### src/rtl/sgb_pkg.sv
// Shared SGB definitions: MLT_REQ mode encodings, P14/P15 select codes and
// joypad button bit positions within a player's 8-bit button byte.
package sgb_pkg;

  typedef enum logic [1:0] {
    MLT_1P = 2'd0,
    MLT_2P = 2'd1,
    MLT_4P = 2'd3
  } mlt_mode_t;

  localparam logic [1:0] P54_DIR  = 2'b10;
  localparam logic [1:0] P54_BTN  = 2'b01;
  localparam logic [1:0] P54_IDLE = 2'b11;
  localparam logic [1:0] P54_RST  = 2'b00;

  localparam int BTN_RT  = 0;
  localparam int BTN_LF  = 1;
  localparam int BTN_UP  = 2;
  localparam int BTN_DN  = 3;
  localparam int BTN_A   = 4;
  localparam int BTN_B   = 5;
  localparam int BTN_SEL = 6;
  localparam int BTN_ST  = 7;

  // Requested mode limited to the players actually wired; code 2 reads as 1P.
  function automatic mlt_mode_t clamp_mode(input logic [1:0] req, input int num_players);
    mlt_mode_t m;
    m = MLT_1P;
    if (req == 2'd3 && num_players >= 4)      m = MLT_4P;
    else if (req[0] && num_players >= 2)      m = MLT_2P;
    return m;
  endfunction

endpackage

### src/rtl/sgb_joy_sel.sv
// Combinational nibble select for the core's joypad port, active low.
// Idle reads return the player ID in multiplayer modes.
module sgb_joy_sel
  import sgb_pkg::*;
(
  input  logic [7:0] btn,
  input  logic [1:0] idx,
  input  logic [1:0] p54,
  input  logic       multi,
  output logic [3:0] nibble
);

  // NOTE: every always_comb output gets a default first so no path leaves it unassigned (no latch).
  always_comb begin
    nibble = 4'hF;
    unique case (p54)
      P54_DIR:  nibble = ~{btn[BTN_DN], btn[BTN_UP], btn[BTN_LF], btn[BTN_RT]};
      P54_BTN:  nibble = ~{btn[BTN_ST], btn[BTN_SEL], btn[BTN_B], btn[BTN_A]};
      P54_IDLE: nibble = multi ? (4'hF - {2'b00, idx}) : 4'hF;
      P54_RST:  nibble = 4'hF;
    endcase
  end

endmodule

### src/rtl/sgb_joy_mux.sv
// SGB multi-player joypad multiplexer: samples per-player buttons, drives the
// selected player's nibble to the core and advances the player on each button read.
module sgb_joy_mux
  import sgb_pkg::*;
#(
  parameter int NUM_PLAYERS = 4
) (
  input  logic                     clk,
  input  logic                     reset,
  input  logic                     clk_en,
  input  logic [1:0]               mlt_req,
  input  logic                     mlt_wr,
  input  logic [1:0]               joy_p54,
  input  logic [8*NUM_PLAYERS-1:0] joy_btn,
  output logic [3:0]               joy_din,
  output logic [1:0]               player_idx,
  output logic                     pkt_pulse
);

  logic [8*NUM_PLAYERS-1:0] btn_q;
  logic [1:0]               p54_q;
  logic [1:0]               p54_d;
  mlt_mode_t                mode;
  logic [7:0]               player_btn;
  logic [3:0]               nibble;
  logic [1:0]               last_idx;
  logic                     multi;
  logic                     advance;
  logic                     pkt_edge;

  always_comb begin
    player_btn = '0;
    for (int p = 0; p < NUM_PLAYERS; p++)
      if (player_idx == 2'(p)) player_btn = btn_q[8*p +: 8];
  end

  assign multi    = (mode != MLT_1P);
  assign last_idx = (mode == MLT_4P) ? 2'd3 : 2'd1;
  // A button read ends when P15 is released back to idle.
  assign advance  = multi && (p54_d == P54_BTN) && (p54_q == P54_IDLE);
  assign pkt_edge = (p54_d != P54_RST) && (p54_q == P54_RST);

  sgb_joy_sel u_sel (
    .btn    (player_btn),
    .idx    (player_idx),
    .p54    (p54_q),
    .multi  (multi),
    .nibble (nibble)
  );

  // NOTE: sequential state uses non-blocking assignments so every register samples pre-edge values.
  always_ff @(posedge clk or posedge reset) begin
    if (reset) begin
      btn_q      <= '0;
      p54_q      <= '0;
      p54_d      <= '0;
      mode       <= MLT_1P;
      player_idx <= '0;
      joy_din    <= 4'hF;
      pkt_pulse  <= 1'b0;
    end else begin
      p54_q     <= joy_p54;
      p54_d     <= p54_q;
      joy_din   <= nibble;
      pkt_pulse <= pkt_edge;
      if (clk_en) btn_q <= joy_btn;
      // A mode write overrides a coincident advance.
      if (mlt_wr) begin
        mode       <= clamp_mode(mlt_req, NUM_PLAYERS);
        player_idx <= '0;
      end else if (advance) begin
        player_idx <= (player_idx == last_idx) ? 2'd0 : player_idx + 2'd1;
      end
    end
  end

endmodule
### config.mk
export PLATFORM = sky130hd
export DESIGN_NAME = sgb_joy_mux
export DESIGN_NICKNAME = d
export VERILOG_FILES = /design/src/rtl/sgb_pkg.sv /design/src/rtl/sgb_joy_sel.sv /design/src/rtl/sgb_joy_mux.sv
export SDC_FILE = /design/constraint.sdc
export NUM_CORES = 1
export LEC_CHECK = 0
export ABC_AREA = 1
export CAP_MARGIN = 20
export CORE_MARGIN = 2
export CORE_UTILIZATION = 40
export CTS_CLUSTER_DIAMETER = 50
export DETAILED_ROUTE_END_ITERATION = 10
export PLACE_DENSITY = 0.65
export SLEW_MARGIN = 20
export SYNTH_ARGS = -nofsm -noshare
export SYNTH_HDL_FRONTEND = slang
export SYNTH_HIERARCHICAL = 1
export SYNTH_SLANG_ARGS = --single-unit
### constraint.sdc
create_clock -name clk -period 1.65 [get_ports clk]
set_input_delay 0.33 -clock clk [delete_from_list [all_inputs] [get_ports clk]]
set_output_delay 0.33 -clock clk [all_outputs]
set_load 0.01 [all_outputs]
==> run summary <==
The pin count of the biggest net entering global routing came out at 46. The final number of max-transition violations was 0. The number of clock sinks is 45. The reg2reg setup slack is about 0.10 ns.

Of the cells placed in the final design, the portion with a size suffix greater than 1 is 0.204. At the end of routability-driven placement, the weighted congestion stood at 0.789. The sequential cell area fraction in the yosys report came out at 0.520. The buffering stage count on the worst path with inverters included came out at 3. The DRC violations left is 0. The first-pass GRT wire length is 7290 µm.

The starting utilization of the core area came out at 0.420. STA classifies the critical path startpoint as a register. After synthesis, the mean cell area works out to between 9 and 10 µm². Setup violations remaining at the end of the flow were counted as 0. The fraction of post-synthesis cell area in the top cell type by area is 0.472. The share of flip-flops with an asynchronous set or reset is 1.00. The critical path runs through a total of 3 cells. The required time at the endpoint of the critical path came out at 1.32 ns. The count of antenna-violating nets left after detailed routing came out at 0.

The worst-case IR drop observed on VDD is roughly 0.00044 V. In this run, synthesis inferred 0 flip-flops with an integrated enable. The kind of critical path is register to primary output. Measured on the finished design, the core utilization comes to 0.563. The number of antenna violations at the first check in global routing is 0. The critical path goes through buf_4, buf_4, dlygate4sd2_1.

After floorplanning, the core was sized to cover just over 5000 µm². Among all stages on the critical path, the largest delay is contributed by dfrtp_1. The maximum clock skew at final layout came out at roughly 0.011 ns.

Dividing the final minimum period by the clock period gives 0.961. Prior to clock tree synthesis, the placed netlist has a worst setup slack of -0.0364 ns. Max-cap violations in this run came to 0. The transition at the pin with the smallest max-transition slack is ~0.27 ns. The number of placement rows came out at 26.

The global router's overall resource usage came out at 0.153. The later pin in the worst-skew pair is clocked with a latency of slightly below 0.3 ns. Sorting the synthesized cells by area gives the leading types as dfrtp_1, mux2_2, nand2_1. The die covers about 6000 µm². In this run the worst hold path is classified as primary input to async pin. Once detailed placement completed, the half-perimeter wirelength came to roughly 3100 µm. The via count of the first global-routing pass is approximately 1600. The tree is rooted in a clkbuf_8. The run finished with clean final reports. The standby leakage power is ~0.0014 µW. The routed wire length is between 4000 and 5000 µm. The number of hold-slack violations in the final timing report is 0.

After routing the design area is approximately 2900 µm². The smallest hold slack is 0.381 ns. The cell count after synthesis came out at roughly 230. The most instantiated flip-flop cell in the synthesis netlist is dfrtp_1.

The smallest setup slack after layout came out at 0.0647 ns. The height of the die is around 78 µm. In the final routed layout, each cell accounts on average for about 12 µm. The CTS buffer count came out at 5.

The layout net count came out at approximately 330. The routed layout has approximately 1700 vias. The total inserted antenna cells came out at 0. The clock tree from TritonCTS is built. The post-detailed-placement cell area came out at between 2000 and 3000 µm². The minimum clock period after layout came out at between 1.5 and 2 ns. The achievable frequency is 0.631 GHz. The count of cell types in the netlist came out at 18. The launch instance of the worst register-to-register path is player_idx[0]. Pin placement for this block handled 47 I/O pins.

The delay of the slowest cell on the worst path came out at roughly 0.42 ns. In this run the critical register-to-register path is captured at joy_din[2]. The number of synthesis warnings came out at 6. The synthesized net count is 275.

Summed over all layers, the global routing overflow is 0. Among cell families on the critical path, the largest total delay comes from buffers and inverters. The cell with the most instances after synthesis is nand2_1. The synthesis-stage register bit count came out at 45.

By count the netlist is led by nand2_1, dfrtp_1, inv_1, mux2_2, a21oi_1. The biggest area consumer among synthesized cells is dfrtp_1. From synthesis to final layout, the design area changed by 34.1%. The relative slew slack came out at 0.819. The count of port buffers added during placement came out at 46.

The violation count after the first detailed-route iteration is 58. Setup repair after global routing could not meet its margin everywhere. The detailed-route vias per instance is about 4.7. The most common cell type on the critical path is buf_4. The worst setup path is captured at a primary output. The number of search-and-repair iterations in the first detailed-routing pass is 4. The number of cells on the worst reg-to-reg path is 10. The clock transition at the registers of the reported paths came out at ~0.08 ns. The data arrival time at the worst-slack endpoint is ~1.3 ns. The width of the chip came out at approximately 80 µm.

The mapped cell area came out at roughly 2200 µm². The power density of the placed cells is 817 nW/µm². No sink is reached through more buffers than the 2 on the longest clock path.

The H-tree depth came out at 2. Of all nets on the critical path, the largest fanout is 3. The final setup TNS is 0 ns.
[final cells by class]
class / instances / area [µm²]
inverters: 27 / 101
clock inverters: 1 / 5.00
flip-flops and latches: 45 / 1130
repair buffers: 59 / 592
well taps: 70 / 87.6
clock buffers: 7 / 96.3
multi-input cells: 146 / 901
fillers: 467 / 2260
[repair_timing]
action | 4_1_cts | 5_1_grt
hold buffers | 0 | 0
buffers inserted | 2 | 3
pin swaps | 1 | 4
endpoints found under the setup margin | 10 | 4
gates resized for setup | 9 | 7
[through the flow]
| step | instances | power [µW] |
|---|---|---|
| after floorplan | 227 | 1480 |
| after global routing | 355 | 2520 |
| after detailed placement | 342 | 1680 |
| final | 355 | 2380 |
| after global placement | 342 | 1670 |
| after CTS | 352 | 2410 |
[how the worst max path moves through the flow]
stage / start / end / slack [ns]
2_1_floorplan: player_idx[0] / joy_din[0] / 0.08
3_3_place_gp: player_idx[0] / joy_din[0] / 0.006
3_5_place_dp: player_idx[0] / joy_din[0] / -0.04
4_1_cts: player_idx[0] / joy_din[0] / 0.06
5_1_grt: player_idx[0] / joy_din[1] / -0.03
6_report: player_idx[0] / player_idx[0] / 0.06
[worst register-to-register path, cell delays in order, from the launching register on]
cell and delay (ns):
dfrtp_1 0.42, buf_6 0.14, ha_4 0.17, buf_12 0.13, a21oi_1 0.12, nand2_1 0.09
nand2_1 0.06, nand2_1 0.05, inv_1 0.06, nand2_1 0.06, a22oi_2 0.16
[logic make-up after synthesis]
family / Yosys count / share of synthesized area
flops: 45 / 0.520
mux: 24 / 0.124
buf+inv: 36 / 0.0817
simple gates: 84 / 0.156
fa+ha+maj: 8 / 0.0461
compound gates: 30 / 0.0714
[per-layer routing]
layer  routed length, µm  global-route usage  up-vias  part of all wire
met2                2080               0.250       37              0.48
li1                    -                   -      832                 -
met1                2080               0.203      789              0.47
met3                 173              0.0384        4             0.039
met4                  46              0.0375        0             0.011
met5                   0                   0        -                 0
[flip-flops by register name (all words and copies together), names as in the netlist]
signal	cells
player_idx	2
mode	2
btn_q	32
pkt_pulse	1
joy_din	4
p54_q	2
p54_d	2
[cell usage in the layout, fill, tap and decap left out, types with 9 or more instances in the layout]
master / count
o21ai_0: 10
mux2_2: 24
dfrtp_1: 41
nand2_1: 64
a21oi_1: 17
inv_1: 24
buf_4: 9
nor2_1: 9
clkdlybuf4s50_1: 40
[power by group]
part           switching [µW]  internal (µW)
combinational             177            220
sequential               48.9           1210
clock                     346            378
total                     571           1810
Note: power is estimated with default switching activity, not from simulation.
